==> src/rtl/noc_flit_if_arbiter_mux.sv <==
// noc_flit_if_arbiter_mux: merges ENTRIES flit inputs onto one flit output.
// Each virtual channel arbitrates round-robin among input heads and stays
// locked to the winner from head to tail. Channels with a candidate are
// interleaved flit-by-flit, also round-robin. An output flit that is not
// accepted is held (same entry, channel and flit) until the handshake.
module noc_flit_if_arbiter_mux #(
  parameter int CHANNELS   = 2,
  parameter int ENTRIES    = 2,
  parameter int FLIT_WIDTH = 16,
  parameter int HEAD_BIT   = FLIT_WIDTH - 1,
  parameter int TAIL_BIT   = FLIT_WIDTH - 2
) (
  input  logic                                 clk,
  input  logic                                 rst,
  input  logic [ENTRIES-1:0][CHANNELS-1:0]     i_in_valid,
  input  logic [ENTRIES-1:0][FLIT_WIDTH-1:0]   i_in_flit,
  output logic [ENTRIES-1:0][CHANNELS-1:0]     o_in_ready,
  output logic [ENTRIES-1:0][CHANNELS-1:0]     o_in_vc_available,
  output logic [CHANNELS-1:0]                  o_out_valid,
  output logic [FLIT_WIDTH-1:0]                o_out_flit,
  input  logic [CHANNELS-1:0]                  i_out_ready,
  input  logic [CHANNELS-1:0]                  i_out_vc_available
);

  localparam int EW = (ENTRIES  > 1) ? $clog2(ENTRIES)  : 1;
  localparam int CW = (CHANNELS > 1) ? $clog2(CHANNELS) : 1;

  // Per-channel lock state and round-robin pointers
  logic [CHANNELS-1:0]         r_locked;
  logic [CHANNELS-1:0][EW-1:0] r_owner;
  logic [CHANNELS-1:0][EW-1:0] r_rr_ptr;
  logic [CW-1:0]               r_vc_ptr;
  // Frozen selection while the output waits for ready
  logic                        r_hold;
  logic [EW-1:0]               r_hold_entry;
  logic [CW-1:0]               r_hold_vc;

  logic [CHANNELS-1:0]         w_cand_vld;
  logic [CHANNELS-1:0][EW-1:0] w_cand_entry;
  logic                        w_sel_any;
  logic [CW-1:0]               w_sel_vc;
  logic [EW-1:0]               w_sel_entry;
  logic [FLIT_WIDTH-1:0]       w_sel_flit;
  logic                        w_handshake;
  logic                        w_head;
  logic                        w_tail;
  logic [EW-1:0]               w_next_entry;
  logic [CW-1:0]               w_next_vc;
  logic [ENTRIES-1:0]          w_bad;

  // Per-channel candidate: the owner when locked, else first head from rr_ptr
  always_comb begin
    int idx;
    idx          = 0;
    w_cand_vld   = '0;
    w_cand_entry = '0;
    for (int c = 0; c < CHANNELS; c++) begin
      if (r_locked[c]) begin
        w_cand_vld[c]   = i_in_valid[r_owner[c]][c];
        w_cand_entry[c] = r_owner[c];
      end else begin
        // Descending scan so the lowest offset from the pointer wins
        for (int off = ENTRIES - 1; off >= 0; off--) begin
          idx = int'(r_rr_ptr[c]) + off;
          if (idx >= ENTRIES) idx = idx - ENTRIES;
          if (i_in_valid[idx][c] && i_in_flit[idx][HEAD_BIT]) begin
            w_cand_vld[c]   = 1'b1;
            w_cand_entry[c] = EW'(idx);
          end
        end
      end
    end
  end

  // Channel selection: frozen selection while holding, else round-robin from vc_ptr
  always_comb begin
    int idx;
    idx         = 0;
    w_sel_any   = 1'b0;
    w_sel_vc    = '0;
    w_sel_entry = '0;
    if (r_hold) begin
      w_sel_any   = i_in_valid[r_hold_entry][r_hold_vc];
      w_sel_vc    = r_hold_vc;
      w_sel_entry = r_hold_entry;
    end else begin
      for (int off = CHANNELS - 1; off >= 0; off--) begin
        idx = int'(r_vc_ptr) + off;
        if (idx >= CHANNELS) idx = idx - CHANNELS;
        if (w_cand_vld[idx]) begin
          w_sel_any   = 1'b1;
          w_sel_vc    = CW'(idx);
          w_sel_entry = w_cand_entry[idx];
        end
      end
    end
  end

  assign w_sel_flit   = i_in_flit[w_sel_entry];
  assign w_head       = w_sel_flit[HEAD_BIT];
  assign w_tail       = w_sel_flit[TAIL_BIT];
  assign w_handshake  = !rst && w_sel_any && i_out_ready[w_sel_vc];
  assign w_next_entry = (w_sel_entry == EW'(ENTRIES - 1)) ? '0 : w_sel_entry + EW'(1);
  assign w_next_vc    = (w_sel_vc == CW'(CHANNELS - 1)) ? '0 : w_sel_vc + CW'(1);

  // Output is silenced during reset; valid never looks at ready
  assign o_out_valid = (!rst && w_sel_any) ? (CHANNELS'(1) << w_sel_vc) : '0;
  assign o_out_flit  = (!rst && w_sel_any) ? w_sel_flit : '0;

  // Input ready goes only to the selected entry, on its channel, at the handshake
  for (genvar gi = 0; gi < ENTRIES; gi++) begin : g_entry
    assign o_in_ready[gi]        = (w_handshake && (w_sel_entry == EW'(gi)))
                                   ? (CHANNELS'(1) << w_sel_vc) : '0;
    assign o_in_vc_available[gi] = i_out_vc_available;
  end

  // Lock, pointer and hold update on the edge after the handshake
  always_ff @(posedge clk) begin
    if (rst) begin
      r_locked     <= '0;
      r_owner      <= '0;
      r_rr_ptr     <= '0;
      r_vc_ptr     <= '0;
      r_hold       <= 1'b0;
      r_hold_entry <= '0;
      r_hold_vc    <= '0;
    end else if (w_handshake) begin
      r_hold   <= 1'b0;
      r_vc_ptr <= w_next_vc;
      if (w_tail) begin
        r_locked[w_sel_vc] <= 1'b0;
        r_rr_ptr[w_sel_vc] <= w_next_entry;
      end else if (w_head) begin
        r_locked[w_sel_vc] <= 1'b1;
        r_owner[w_sel_vc]  <= w_sel_entry;
      end
    end else if (w_sel_any) begin
      r_hold       <= 1'b1;
      r_hold_entry <= w_sel_entry;
      r_hold_vc    <= w_sel_vc;
    end
  end

  // A body/tail flit offered on an idle channel is a protocol violation
  always_comb begin
    w_bad = '0;
    for (int e = 0; e < ENTRIES; e++) begin
      for (int c = 0; c < CHANNELS; c++) begin
        if (i_in_valid[e][c] && !r_locked[c] && !i_in_flit[e][HEAD_BIT]) w_bad[e] = 1'b1;
      end
    end
  end

  a_no_idle_body: assert property (@(posedge clk) disable iff (rst) (w_bad == '0));

endmodule

==> config.mk <==
export PLATFORM = sky130hd
export DESIGN_NAME = noc_flit_if_arbiter_mux
export DESIGN_NICKNAME = d
export VERILOG_FILES = /design/src/rtl/noc_flit_if_arbiter_mux.sv
export SDC_FILE = /design/constraint.sdc
export NUM_CORES = 1
export LEC_CHECK = 0
export BUFFER_PORTS_ARGS = -buffer_cell sky130_fd_sc_hd__buf_4
export CAP_MARGIN = 20
export CORE_MARGIN = 4
export CORE_UTILIZATION = 43
export CTS_CLUSTER_SIZE = 40
export DETAILED_ROUTE_END_ITERATION = 10
export GPL_TIMING_DRIVEN = 0
export PLACE_DENSITY = 0.8
export SETUP_SLACK_MARGIN = 0.1
export SLEW_MARGIN = 10
export SYNTH_ARGS = -nofsm -noshare
export SYNTH_HDL_FRONTEND = slang
export SYNTH_SLANG_ARGS = --single-unit
==> constraint.sdc <==
create_clock -name clk -period 3.04 [get_ports clk]
set_clock_uncertainty 0.2 [all_clocks]
set_input_delay 0.152 -clock clk [delete_from_list [all_inputs] [get_ports clk]]
set_output_delay 0.152 -clock clk [all_outputs]
set_load 0.005 [all_outputs]
# Yosys cells after proc, flatten, opt, wreduce, memory -nomap -nowiden

Cells that the tools add are included.

Bits in registers: 10
Input port bits: 42

$add $sub $neg: 11
$lt $le $gt $ge: 19
Shift-type cells: 1
Muxes and demuxes: 93
Bitwise logic cells: 6
Reductions and logical operators: 16

Operator list:

| cell                  | number |
|---|---|
| $mux W32              | 12 |
| $mux W16              | 15 |
| $lt A32 B3 Y1 const B | 6 |
| $mux W1               | 48 |
| $mux W2               | 15 |
| $lt A1 B2 Y1 const B  | 6 |
| $logic_and A1 B1 Y1   | 9 |
| $sub A1 B2 Y3 const B | 3 |
| $sub A2 B2 Y3 const B | 3 |
| $add A1 B1 Y2 const B | 3 |
| $ge A1 B2 Y1 const B  | 3 |
| $ge A2 B2 Y1 const B  | 3 |
| $reduce_and A2 Y1     | 3 |
| $bwmux W2             | 2 |
| $not A1 Y1            | 3 |
| $reduce_and A3 Y1     | 1 |
| $add A1 B1 Y1 const B | 2 |
| $and A2 B2 Y2         | 1 |
| $not A2 Y2            | 1 |
| $or A2 B2 Y2          | 1 |
| $reduce_bool A2 Y1    | 1 |
| $reduce_or A2 Y1      | 1 |
| $shl A1 B1 Y2 const A | 1 |
| $demux W1 S1          | 1 |
| other kinds (2)       | 2 |

# Depth between registers and ports, before layout

Depth after elaboration: 24
Gate-level depth with buffers: 8
Depth with buffers taken out: 6

# Worst setup path before layout

No wires, ideal clock.

Path kind: flip-flop to output port
Start: reg with a tool-made name
End: out o_out_flit[14]
Data arrival time: 1831 ps
Data required time: 2688 ps
Slack: 857 ps
Cell stages (with the launch flop): 7
Path buffers: 0
Path through: dfxtp_1 > mux2_2 > o311ai_1 > nor2_1 > o31ai_4 > mux2_4 > and2b_1

RTL lines:

| what             | RTL line | RTL |
|---|---|---|
| end: declaration | 20       | `output logic [FLIT_WIDTH-1:0] o_out_flit,` |

==> report_table.html <==
<table>
<tr><th>Metric</th><th>Value</th></tr>
<tr><th colspan="2">Run</th></tr>
<tr><td>Reported max-cap violation count</td><td>0</td></tr>
<tr><th colspan="2">Die</th></tr>
<tr><td>Overall die width</td><td>between 50 and 60 um</td></tr>
<tr><td>Count of boundary I/O pins</td><td>~70</td></tr>
<tr><td>Die height</td><td>59.0 um</td></tr>
<tr><td>Die area</td><td>approximately 3500 sq um</td></tr>
<tr><td>Row Count</td><td>18</td></tr>
<tr><td>Core box area</td><td>between 2000 and 2500 sq um</td></tr>
<tr><td>Starting utilization of the core area</td><td>0.452</td></tr>
<tr><th colspan="2">Logic synthesis</th></tr>
<tr><td>Post-synth design cell area</td><td>~1100 sq um</td></tr>
<tr><td>Async set or reset register ratio after synthesis</td><td>0</td></tr>
<tr><td>Post-synthesis cell type count</td><td>41</td></tr>
<tr><td>Share of the synthesized area in the top cell type</td><td>0.179</td></tr>
<tr><td>Most numerous cell in the Yosys netlist</td><td>sky130_fd_sc_hd__nor2_1</td></tr>
<tr><td>Post-Synthesis Net Count</td><td>between 150 and 200</td></tr>
<tr><td>Yosys warning count</td><td>0</td></tr>
<tr><td>Leading post-synthesis cells by cell area</td><td>sky130_fd_sc_hd__dfxtp_1 (18%), sky130_fd_sc_hd__mux2i_1 (17%), sky130_fd_sc_hd__nor2_1 (7.0%)</td></tr>
<tr><td>Number of standard cells after synthesis</td><td>between 100 and 150</td></tr>
<tr><td>Synth Area per Inst</td><td>roughly 8 sq um</td></tr>
<tr><td>Sequential fraction of the synthesis area</td><td>0.179</td></tr>
<tr><td>Post-synth EDFFs</td><td>0</td></tr>
<tr><td>Post-synthesis sequential element count</td><td>10</td></tr>
<tr><td>Commonest cells in the netlist</td><td>sky130_fd_sc_hd__nor2_1 (21), sky130_fd_sc_hd__mux2i_1 (19), sky130_fd_sc_hd__dfxtp_1 (10)</td></tr>
<tr><td>Top FF cell, synth</td><td>sky130_fd_sc_hd__dfxtp_1</td></tr>
<tr><td>Dominant cell type by area after synthesis</td><td>sky130_fd_sc_hd__dfxtp_1</td></tr>
<tr><th colspan="2">Worst hold path</th></tr>
<tr><td>Kind of path behind the tightest hold check</td><td>in -&gt; reg</td></tr>
<tr><td>Worst Min Path Start</td><td>i_out_ready[1]</td></tr>
<tr><td>Hold depth</td><td>4</td></tr>
<tr><td>Sink of the worst hold path</td><td>r_hold_vc</td></tr>
<tr><th colspan="2">Drt</th></tr>
<tr><td>WL/cell</td><td>14.7 um</td></tr>
<tr><td>Remaining DRCs</td><td>0</td></tr>
<tr><td>First-pass iteration count of the detailed router</td><td>4</td></tr>
<tr><td>Total vias in the final route</td><td>between 1000 and 1500</td></tr>
<tr><td>Iteration-0 DRC count of the detailed router</td><td>48</td></tr>
<tr><td>Routed WL</td><td>3520 um</td></tr>
<tr><td>Number of nets still failing antenna checks after routing</td><td>0</td></tr>
<tr><td>Avg Vias per Cell</td><td>between 5 and 6</td></tr>
<tr><th colspan="2">Timing</th></tr>
<tr><td>Portion of the clock cycle consumed by the worst path in the final layout</td><td>0.904</td></tr>
<tr><td>Final worst path period need</td><td>approximately 2.7 ns</td></tr>
<tr><td>Total Negative Setup Slacks</td><td>0 ns</td></tr>
<tr><td>Worst relative slew slack</td><td>0.562</td></tr>
<tr><td>Max Clock Freq</td><td>0.364 GHz</td></tr>
<tr><td>RSZ-0062 raised after global routing</td><td>false</td></tr>
<tr><td>Final setup vio count</td><td>0</td></tr>
<tr><td>Transition at the pin with the smallest max-transition slack</td><td>0.652 ns</td></tr>
<tr><td>Max-slew violations</td><td>0</td></tr>
<tr><td>Number of hold-slack violations in the final timing report</td><td>0</td></tr>
<tr><th colspan="2">Setup path</th></tr>
<tr><td>Arrival @ worst endpoint</td><td>around 2.4 ns</td></tr>
<tr><td>Register-to-register path setup slack</td><td>roughly 0.67 ns</td></tr>
<tr><td>Required time reported for the critical path endpoint</td><td>between 2 and 3 ns</td></tr>
<tr><td>Worst reg-to-reg path cell count</td><td>7</td></tr>
<tr><td>Critical Setup Path Class</td><td>reg -&gt; out</td></tr>
<tr><td>Crit-path most repeated cell</td><td>sky130_fd_sc_hd__nor2_1</td></tr>
<tr><td>Largest stage delay on the critical path</td><td>0.41 ns</td></tr>
<tr><td>Cell with the biggest individual delay on the critical path</td><td>sky130_fd_sc_hd__o31ai_4</td></tr>
<tr><td>Largest driver fanout on the critical path</td><td>10</td></tr>
<tr><td>Startpoint type of the worst setup path</td><td>flip-flop</td></tr>
<tr><td>Critical Path Sink Type</td><td>primary output</td></tr>
<tr><td>RR Startpoint</td><td>r_owner[0]</td></tr>
<tr><td>Cell-by-cell trace of the critical path</td><td>mux2_2, o311ai_1, nor2_1, o31ai_4, buf_6, mux2i_1, nor2_1, buf_4</td></tr>
<tr><td>Worst reg2reg endpoint</td><td>r_hold_entry</td></tr>
<tr><th colspan="2">Clocking</th></tr>
<tr><td>CTS clock-pin slew for the worst setup and hold paths</td><td>around 0.07 ns</td></tr>
<tr><td>Cts bufs inserted</td><td>3</td></tr>
<tr><td>Max Buffers Root-to-Sink</td><td>2</td></tr>
<tr><td>Depth of the CTS H-tree</td><td>1</td></tr>
<tr><td>Clock insertion delay at the later pin of the skew report</td><td>between 0.2 and 0.3 ns</td></tr>
<tr><td>TritonCTS clock tree</td><td>built</td></tr>
<tr><td>Sink Count</td><td>10</td></tr>
<tr><td>Cell at the root of the clock tree</td><td>sky130_fd_sc_hd__clkbuf_4</td></tr>
<tr><th colspan="2">GRT</th></tr>
<tr><td>Global-route usage over all layers</td><td>0.211</td></tr>
<tr><td>Largest net degree at the start of global routing</td><td>11</td></tr>
<tr><td>First-pass GRT wire length</td><td>between 5000 and 6000 um</td></tr>
<tr><td>Number of global-route vias before repair</td><td>~1400</td></tr>
<tr><td>Number of antenna violations at the first check in global routing</td><td>0</td></tr>
<tr><td>GR Overflow Total</td><td>0</td></tr>
<tr><th colspan="2">Layout</th></tr>
<tr><td>Layout cell share with drive strength beyond 1</td><td>0.429</td></tr>
<tr><td>Syn-to-layout area delta</td><td>52.7%</td></tr>
<tr><td>Final antenna diode count</td><td>0</td></tr>
<tr><td>Post-layout net count</td><td>~250</td></tr>
<tr><th colspan="2">Run status</th></tr>
<tr><td>Outcome</td><td>complete, no violations</td></tr>
<tr><th colspan="2">Power and ir drop</th></tr>
<tr><td>Peak supply drop</td><td>about 0.23 mV</td></tr>
<tr><td>Power per Cell Area</td><td>roughly 360 nW/um^2</td></tr>
<tr><td>Total chip power</td><td>0.608 mW</td></tr>
<tr><td>Leak pwr</td><td>about 0.83 nW</td></tr>
<tr><th colspan="2">Placement</th></tr>
<tr><td>Port Buffer Count</td><td>63</td></tr>
<tr><td>Detailed-placement wirelength estimate</td><td>2820 um</td></tr>
<tr><td>Last weighted congestion value of the routability-driven placer</td><td>roughly 0.85</td></tr>
</table>
[logic make-up after synthesis]
kind of cell	Yosys count	share of synthesized area
AO/OA/AOI/OAI	39	0.273
buffers and inverters	17	0.0939
flip-flops	10	0.179
multiplexers	22	0.213
AND/OR/NAND/NOR	51	0.241
[stage by stage]
stage	cell area [sq um]	worst slack [ns]	util	instances	hold slack, ns
6_report	1710	0.292	0.690	240	0.0440
4_1_cts	1700	0.200	0.685	239	0.0349
2_1_floorplan	1120	0.857	-	139	0.0462
5_1_grt	1710	0.0979	0.690	240	0.0529
3_3_place_gp	1630	0.550	0.658	232	0.154
3_5_place_dp	1630	0.524	0.658	232	0.163
[where the power goes]
part           internal, mW  leakage [nW]  switching, mW
Combinational         0.175         0.726          0.155
Sequential            0.141        0.0820         0.0135
Clock                0.0729        0.0210         0.0503
Total                 0.389         0.829          0.218
[worst max-delay path, delay by kind of cell (launching register included)]
kind	cells	cell delay [ns]
compound gates	2	0.55
buf+inv	2	0.38
simple gates	2	0.25
flops	1	0.40
mux	2	0.54
[placed cells by master, fill, tap and decap left out, types with 4 or more instances in the layout]
cell type                 count
sky130_fd_sc_hd__nand2_1      6
sky130_fd_sc_hd__a21oi_1      8
sky130_fd_sc_hd__mux2i_1     19
sky130_fd_sc_hd__inv_1        6
sky130_fd_sc_hd__buf_4       69
sky130_fd_sc_hd__and2_1       4
sky130_fd_sc_hd__dfxtp_1      9
sky130_fd_sc_hd__nor2_1      21
sky130_fd_sc_hd__o31ai_1      5
sky130_fd_sc_hd__o21ai_0      7
[per-layer routing]
layer  track usage  vias up  share of wire
li1              -      657              -
met1         0.246      614           0.37
met2         0.364       72           0.50
met3        0.0501        9           0.11
met4        0.0906        0          0.023
met5             0        -              0
[worst max-delay path by stage]
stage | from | to | slack (ns) | cells after the start
6_report | flip-flop | o_out_flit[9] | 0.29 | 8
5_1_grt | flip-flop | o_out_flit[9] | 0.1 | 8
4_1_cts | flip-flop | o_out_flit[9] | 0.20 | 8
3_5_place_dp | flip-flop | o_out_flit[9] | 0.52 | 8
3_3_place_gp | flip-flop | o_out_flit[4] | 0.55 | 8
2_1_floorplan | flip-flop | o_out_flit[14] | 0.86 | 6
[what timing repair did]
action                     CTS  global route
setup buffers                0             1
hold buffers                 3             0
gates resized for setup      0             2
setup endpoints to repair    0            15
hold endpoints to repair     3             0
[cell type report]
type / count / area [sq um]
Buffer: 11 / 82.6
Clock buffer: 4 / 36.3
Sequential cell: 10 / 201
Inverter: 6 / 22.5
Tap cell: 30 / 37.5
Fill cell: 200 / 767
Multi-Input combinational cell: 112 / 820
Timing Repair Buffer: 67 / 510
Power figures use the tool's default switching activity.
